`src/rtl/autocorr.sv`:
```
// Autocorrelation of one sample frame: r[k] = sat32((sum x[n]*x[n+k]) >>> SHIFT), k = 0..ORDER.
// One multiply-accumulate per cycle; each lag is written once to the r memory as it completes.
module autocorr #(
    parameter int unsigned N     = 1024,
    parameter int unsigned ORDER = 10,
    parameter int unsigned SHIFT = 16
) (
    input  logic               clk,
    input  logic               reset,
    input  logic               start,
    output logic               ready,
    output logic [9:0]         s_rsel_a,
    input  logic signed [15:0] s_r_a,
    output logic [9:0]         s_rsel_b,
    input  logic signed [15:0] s_r_b,
    output logic [10:0]        r_wsel,
    output logic [31:0]        r_w,
    output logic               r_we
);

    localparam int unsigned AW    = 10;
    localparam int unsigned KW    = 11;
    localparam int unsigned PW    = 32;
    localparam int unsigned ACC_W = 48;

    typedef enum logic [1:0] {IDLE, MAC, WRITE} state_t;

    state_t                   state, state_d;
    logic [KW-1:0]            k, k_d;
    logic [AW-1:0]            n, n_d;
    logic signed [ACC_W-1:0]  acc, acc_d;
    logic signed [PW-1:0]     prod;
    logic signed [ACC_W-1:0]  shifted;
    logic [ACC_W-1:31]        hi_bits;

    // State, counters, accumulator and registered handshake/address outputs
    always_ff @(posedge clk or posedge reset) begin
        if (reset) begin
            state    <= IDLE;
            k        <= '0;
            n        <= '0;
            acc      <= '0;
            ready    <= 1'b1;
            r_we     <= 1'b0;
            r_wsel   <= '0;
            s_rsel_a <= '0;
            s_rsel_b <= '0;
        end else begin
            state  <= state_d;
            k      <= k_d;
            n      <= n_d;
            acc    <= acc_d;
            ready  <= (state_d == IDLE);
            r_we   <= (state_d == WRITE);
            r_wsel <= k_d;
            // Addresses only move while accumulating and hold otherwise
            if (state_d == MAC) begin
                s_rsel_a <= n_d;
                s_rsel_b <= AW'(KW'(n_d) + k_d);
            end
        end
    end

    assign prod = s_r_a * s_r_b;

    // Next-state and counter/accumulator update
    always_comb begin
        state_d = state;
        k_d     = k;
        n_d     = n;
        acc_d   = acc;
        case (state)
            IDLE: begin
                if (start) begin
                    state_d = MAC;
                    k_d     = '0;
                    n_d     = '0;
                    acc_d   = '0;
                end
            end
            MAC: begin
                acc_d = acc + ACC_W'(prod);
                if (KW'(n) == KW'(N - 1) - k) begin
                    state_d = WRITE;
                end else begin
                    n_d = n + AW'(1);
                end
            end
            WRITE: begin
                acc_d = '0;
                n_d   = '0;
                if (k == KW'(ORDER)) begin
                    state_d = IDLE;
                end else begin
                    k_d     = k + KW'(1);
                    state_d = MAC;
                end
            end
            default: state_d = IDLE;
        endcase
    end

    // Floor shift, then clamp to the signed 32-bit range
    assign shifted = acc >>> SHIFT;
    assign hi_bits = shifted[ACC_W-1:31];

    always_comb begin
        r_w = '0;
        if (r_we) begin
            if (hi_bits == '0 || hi_bits == '1) begin
                r_w = shifted[31:0];
            end else if (shifted[ACC_W-1]) begin
                r_w = 32'h8000_0000;
            end else begin
                r_w = 32'h7FFF_FFFF;
            end
        end
    end

endmodule

```
`config.mk`:
```
export PLATFORM = sky130hd
export DESIGN_NAME = autocorr
export DESIGN_NICKNAME = d
export VERILOG_FILES = /design/src/rtl/autocorr.sv
export SDC_FILE = /design/constraint.sdc
export NUM_CORES = 1
export LEC_CHECK = 0
export ABC_CLOCK_PERIOD_IN_PS = 4600
export BUFFER_PORTS_ARGS = -buffer_cell sky130_fd_sc_hd__buf_2
export CAP_MARGIN = 10
export CORE_MARGIN = 3
export CORE_UTILIZATION = 51
export CTS_BUF_LIST = sky130_fd_sc_hd__clkbuf_4 sky130_fd_sc_hd__clkbuf_8
export DETAILED_ROUTE_END_ITERATION = 12
export PLACE_DENSITY = 0.68
export SKIP_LAST_GASP = 1
export SYNTH_ARGS = -nofsm -noshare
export SYNTH_HDL_FRONTEND = slang
export SYNTH_SLANG_ARGS = --single-unit
```
`constraint.sdc`:
```
create_clock -name clk -period 4.6 [get_ports clk]
set_input_delay 0.69 -clock clk [delete_from_list [all_inputs] [get_ports clk]]
set_output_delay 0.69 -clock clk [all_outputs]
set_load 0.02 [all_outputs]
```
=== Yosys cells after proc, flatten, opt, wreduce, memory -nomap -nowiden ===
Index checks and enable logic that the tools add are counted.

* Add/subtract/negate cells: 5
* Multipliers: 1
* Equality and inequality tests: 8
* Muxes and demuxes: 15
* Reduce and logical (&&, ||, !) cells: 6

{| class="wikitable"
|+ Operators with widths
! cell !! number
|-
| $pmux W48 S3 || 1
|-
| $mux W32 || 3
|-
| $add A48 B32 Y48 || 1
|-
| $mux W48 || 1
|-
| $mul A16 B16 Y32 || 1
|-
| $pmux W10 S3 || 1
|-
| $mux W11 || 2
|-
| $pmux W11 S2 || 1
|-
| $mux W10 || 2
|-
| $eq A17 B17 Y1 const B || 1
|-
| $logic_not A17 Y1 || 1
|-
| $add A11 B1 Y11 const B || 1
|-
| $eq A10 B11 Y1 || 1
|-
| $eq A11 B4 Y1 const B || 1
|-
| $sub A10 B11 Y11 const A || 1
|-
| $add A10 B1 Y10 const B || 1
|-
| $add A10 B10 Y10 || 1
|-
| $pmux W2 S3 || 1
|-
| $eq A2 B1 Y1 const B || 2
|-
| $eq A2 B2 Y1 const B || 2
|-
| $logic_not A2 Y1 || 2
|-
| $mux W2 || 2
|-
| $reduce_bool A3 Y1 || 1
|-
| $ne A2 B2 Y1 const B || 1
|-
| other kinds (3) || 3
|}

* Flip-flop bits (word level): 93
* Input port bits: 35
* Output and inout bits: 65

=== Logic depth before layout (Yosys ltp) ===
* Depth after elaboration: 5
* Depth in mapped cells: 23
* Depth with buffers taken out: 23

=== Least setup slack after synthesis ===
Ideal clock, no wire load.

* Kind: input-to-reg
* Start: input s_r_b[1]
* End: register acc[45]
* Setup time: 65 ps
* Data arrival time: 7145 ps
* Required time: 4535 ps
* Slack: -2609 ps
* Stages: 21
* Buffers on the path: 2
* Cell sequence: clkbuf_1 -> nand2_1 -> inv_1 -> fa_1 -> inv_1 -> fa_1 -> fa_1 -> fa_1 -> inv_1 -> fa_1 -> inv_1 -> fa_1 -> inv_1 -> ha_1 -> clkbuf_1 -> nand2_1 -> o41ai_1 -> a22o_1 -> a211oi_1 -> nor4b_1 -> a211o_1

* Cells in the longest elaborated chain, start to end: 3

{| class="wikitable"
|+ Ends and longest elaborated chain
! what !! RTL line !! text
|-
| from (decl) || 15 || <nowiki>input logic signed [15:0] s_r_b,</nowiki>
|-
| $mul A16 B16 Y32 || 64 || <nowiki>assign prod = s_r_a * s_r_b;</nowiki>
|-
| $add A48 B32 Y48 || 82 || <nowiki>acc_d = acc + ACC_W'(prod);</nowiki>
|-
| $pmux W48 S3 || 72 || <nowiki>case (state)</nowiki>
|-
| to (signal assigned) || 42 || <nowiki>acc <= '0;</nowiki>
|-
| to (signal assigned) || 52 || <nowiki>acc <= acc_d;</nowiki>
|-
| to (decl) || 31 || <nowiki>logic signed [ACC_W-1:0] acc, acc_d;</nowiki>
|}

No other way between the ends.
A chain may end at the register's enable or synchronous reset.

=== Worst setup path in the final report ===
* Start: input s_r_a[15]
* End: register acc[45]

* Cells in the longest elaborated chain, start to end: 3

{| class="wikitable"
|+ Ends and longest elaborated chain
! what !! RTL line !! text
|-
| from (decl) || 13 || <nowiki>input logic signed [15:0] s_r_a,</nowiki>
|-
| $mul A16 B16 Y32 || 64 ||
|-
| $add A48 B32 Y48 || 82 ||
|-
| $pmux W48 S3 || 72 ||
|}

No other way between the ends.

==> flow_summary.yaml <==
sta:
  skew_ns: 0.0187
  slew_headroom: 0.382
  fin_crit_ns: 6.20
  hold_violations: 0
  fmax_mhz: 161
  slew_viol_final: 0
  worstMarginPinSlew_ns: 0.928
  finalSetupViolCount: 39
  setup_slack_ns: -1.60
  fin_worst_hold_slack_ns: 0.479
  rsz0062_at_grt: "yes"
  finalCritPeriodShare: 1.35
yosys:
  synth_cell_types: 65
  yosys_most_used_dff: "dfrtp_1"
  synth_cells: 1957
  yosysWarnings: 0
  ys_seq_area_frac: 0.128
  synth-edff-count: 0
  synth_fp_nets: 2498
  synth-seq-cells: 93
  syn_avg_cell_area_um2: 9.27
  syn_area_um2: 18100
  ys_async_sr_fraction: 1.00
layout:
  layout.nets: 2869
  synthToLayoutAreaGrowth_pct: 30.6
  layout_commonest_cell: "inv_1"
  drive_above_1_share: 0.309
  n_antenna_cell: 0
  design_area_um2: 23700
  layout_common_cells: "inv_1, fa_1, buf_4, nand2_1, and2_1"
cts:
  clock_path_buffers: 2
  clkTransAtPathRegs_ns: 0.10
  cts_max_level: 3
  cts_tree: "yes"
  cts_hold_buf: 0
  clk_latency_ns: 0.39
  cts_sinks: 93
  cts-root-buf: "clkbuf_8"
  cts_buffers: 9
detailed_routing:
  final_antenna_net_count: 0
  routedWlPerCell_um: 17.4
  viasPerCell: 5.24
  wl_mm: 48.6
  drc: 0
  vias: 14600
  drt_iter0_drc: 847
  firstDrtPassIters: 8
min_path:
  worstHoldPathType: "reg2reg"
  hold_depth: 2
  worstHoldStart: "s_rsel_b[4]"
  holdPathEnd: "s_rsel_b[4]"
setup_path:
  rrSetupSlack_ns: -0.73
  reg2reg_from: "acc[3]"
  worst_r2r_path_depth: 20
  cpPeakStageDelay_ns: 0.69
  crit_required_ns: 4.94
  crit_path_end_kind: "flip-flop"
  crit_arrival_ns: 6.53
  cp_max_fo: 5
  cp_slowest_cell: "fa_2"
  rr_endpoint: "acc[41]"
  critPathKind: "in2reg"
  cp-start-kind: "input port"
  worst_path_most_repeated_cell: "fa_2"
  path_cells: "buf_12, and2_4, fa_2, inv_2, fa_2, fa_2, fa_2, clkinvlp_4, buf_6, fa_1, inv_1, fa_1, inv_2, ha_4, inv_2, o21a_1, o41ai_4, a22o_1, a211oi_2, nor4b_2, a211o_1"
floorplan:
  io_pins: 100
  fp.dieArea_um2: 37900
  coreArea_um2: 34800
  start_util: 0.521
  die_w_um: 195
  dieHeight_um: 195
  rows: 68
run_status:
  violations: "setup timing"
  status: "complete, but fails checks"
global_routing:
  grt_pass1_wl_mm: 81.0
  grt_antenna_before_repair: 0
  grt-ovfl-total: 0
  grt_max_degree: 65
  grt_pass1_vias: 16200
  gr-usage-all-layers: 0.262
place:
  gp_congestion: 0.872
  hpwl_mm: 38.5
  place_area_um2: 21500
  portBuffers: 99
run:
  maxCapViolCount: 0
==> worst max-delay path by stage <==
stage | start | endpoint | slack (ns)
6_report | s_r_a[15] | acc[45] | -1.60
2_1_floorplan | s_r_a[15] | acc[45] | -1.90
5_1_grt | s_r_a[15] | acc[45] | -1.78
3_3_place_gp | s_r_a[15] | acc[41] | -2.06
3_5_place_dp | s_r_a[15] | acc[41] | -2.17
4_1_cts | s_r_a[5] | acc[41] | -1.46
==> metal layers <==
| metal | vias to the layer above | part of all wire | GRT usage |
|---|---|---|---|
| li1 | 6705 | - | - |
| met1 | 7374 | 0.44 | 0.367 |
| met2 | 421 | 0.49 | 0.439 |
| met3 | 101 | 0.051 | 0.0270 |
| met4 | 0 | 0.026 | 0.0699 |
| met5 | - | 0 | 0 |
==> Yosys cell counts, drive strengths merged, types with 11 or more instances <==
master	number	area, µm²
a21o	23	173
a21oi	57	285
and2	154	963
and3	13	81.3
clkbuf	50	189
dfrtp	92	2300
fa	363	7270
ha	143	1790
inv	464	1740
mux2	11	124
nand2	212	796
nand3	22	115
nor2	57	214
o21ai	97	489
xnor2	39	342
xor2	17	149
==> repair_timing <==
action,CTS,global route
gates resized for setup,283,108
pin swaps,137,98
gates cloned,2,1
buffers inserted,43,26
endpoints found under the setup margin,39,40
hold endpoints to repair,0,0
==> area by class of cell <==
cell class,instances,area [µm²]
repair buffers,420,3610
multi-input cells,1340,15300
clock inverters,5,36.3
well taps,455,569
inverters,464,1760
flip-flops and latches,93,2330
fillers,2573,11100
clock buffers,11,139
==> state kept, by name, indices dropped and copies added (netlist names) <==
| signal | flops |
|---|---|
| acc | 48 |
| k | 11 |
| n | 10 |
| r_we | 1 |
| ready | 1 |
| s_rsel_a | 10 |
| s_rsel_b | 10 |
| state | 2 |
==> stage by stage <==
step                std cells  utilization  TNS, ns  setup WS (ns)
floorplan                1957            -   -42.69          -1.90
global placement         2711        0.618   -65.20          -2.06
detailed placement       2711        0.618   -67.14          -2.17
CTS                      2766        0.665   -42.55          -1.46
global route             2788        0.681   -50.67          -1.78
finish                   2788        0.681   -44.78          -1.60
==> cell families after synthesis <==
logic type / share of synthesized area
AOI/OAI and AO/OA: 0.0908
adders and majority gates: 0.499
buffers and inverters: 0.109
xor gates and xnor gates: 0.0283
and+or+nand+nor: 0.137
muxes: 0.00793
DFF: 0.128
==> critical path, delay by kind of cell <==
kind,cells,cell delay [ns]
adder cells (fa/ha/maj),7,3.60
AND/OR/NAND/NOR,2,0.43
buffers and inverters,7,0.62
AO/OA/AOI/OAI,5,1.17
Power is left out: the tool's default activity adds up to more than one toggle a clock period on the data nets, which glitch-free logic cannot reach.
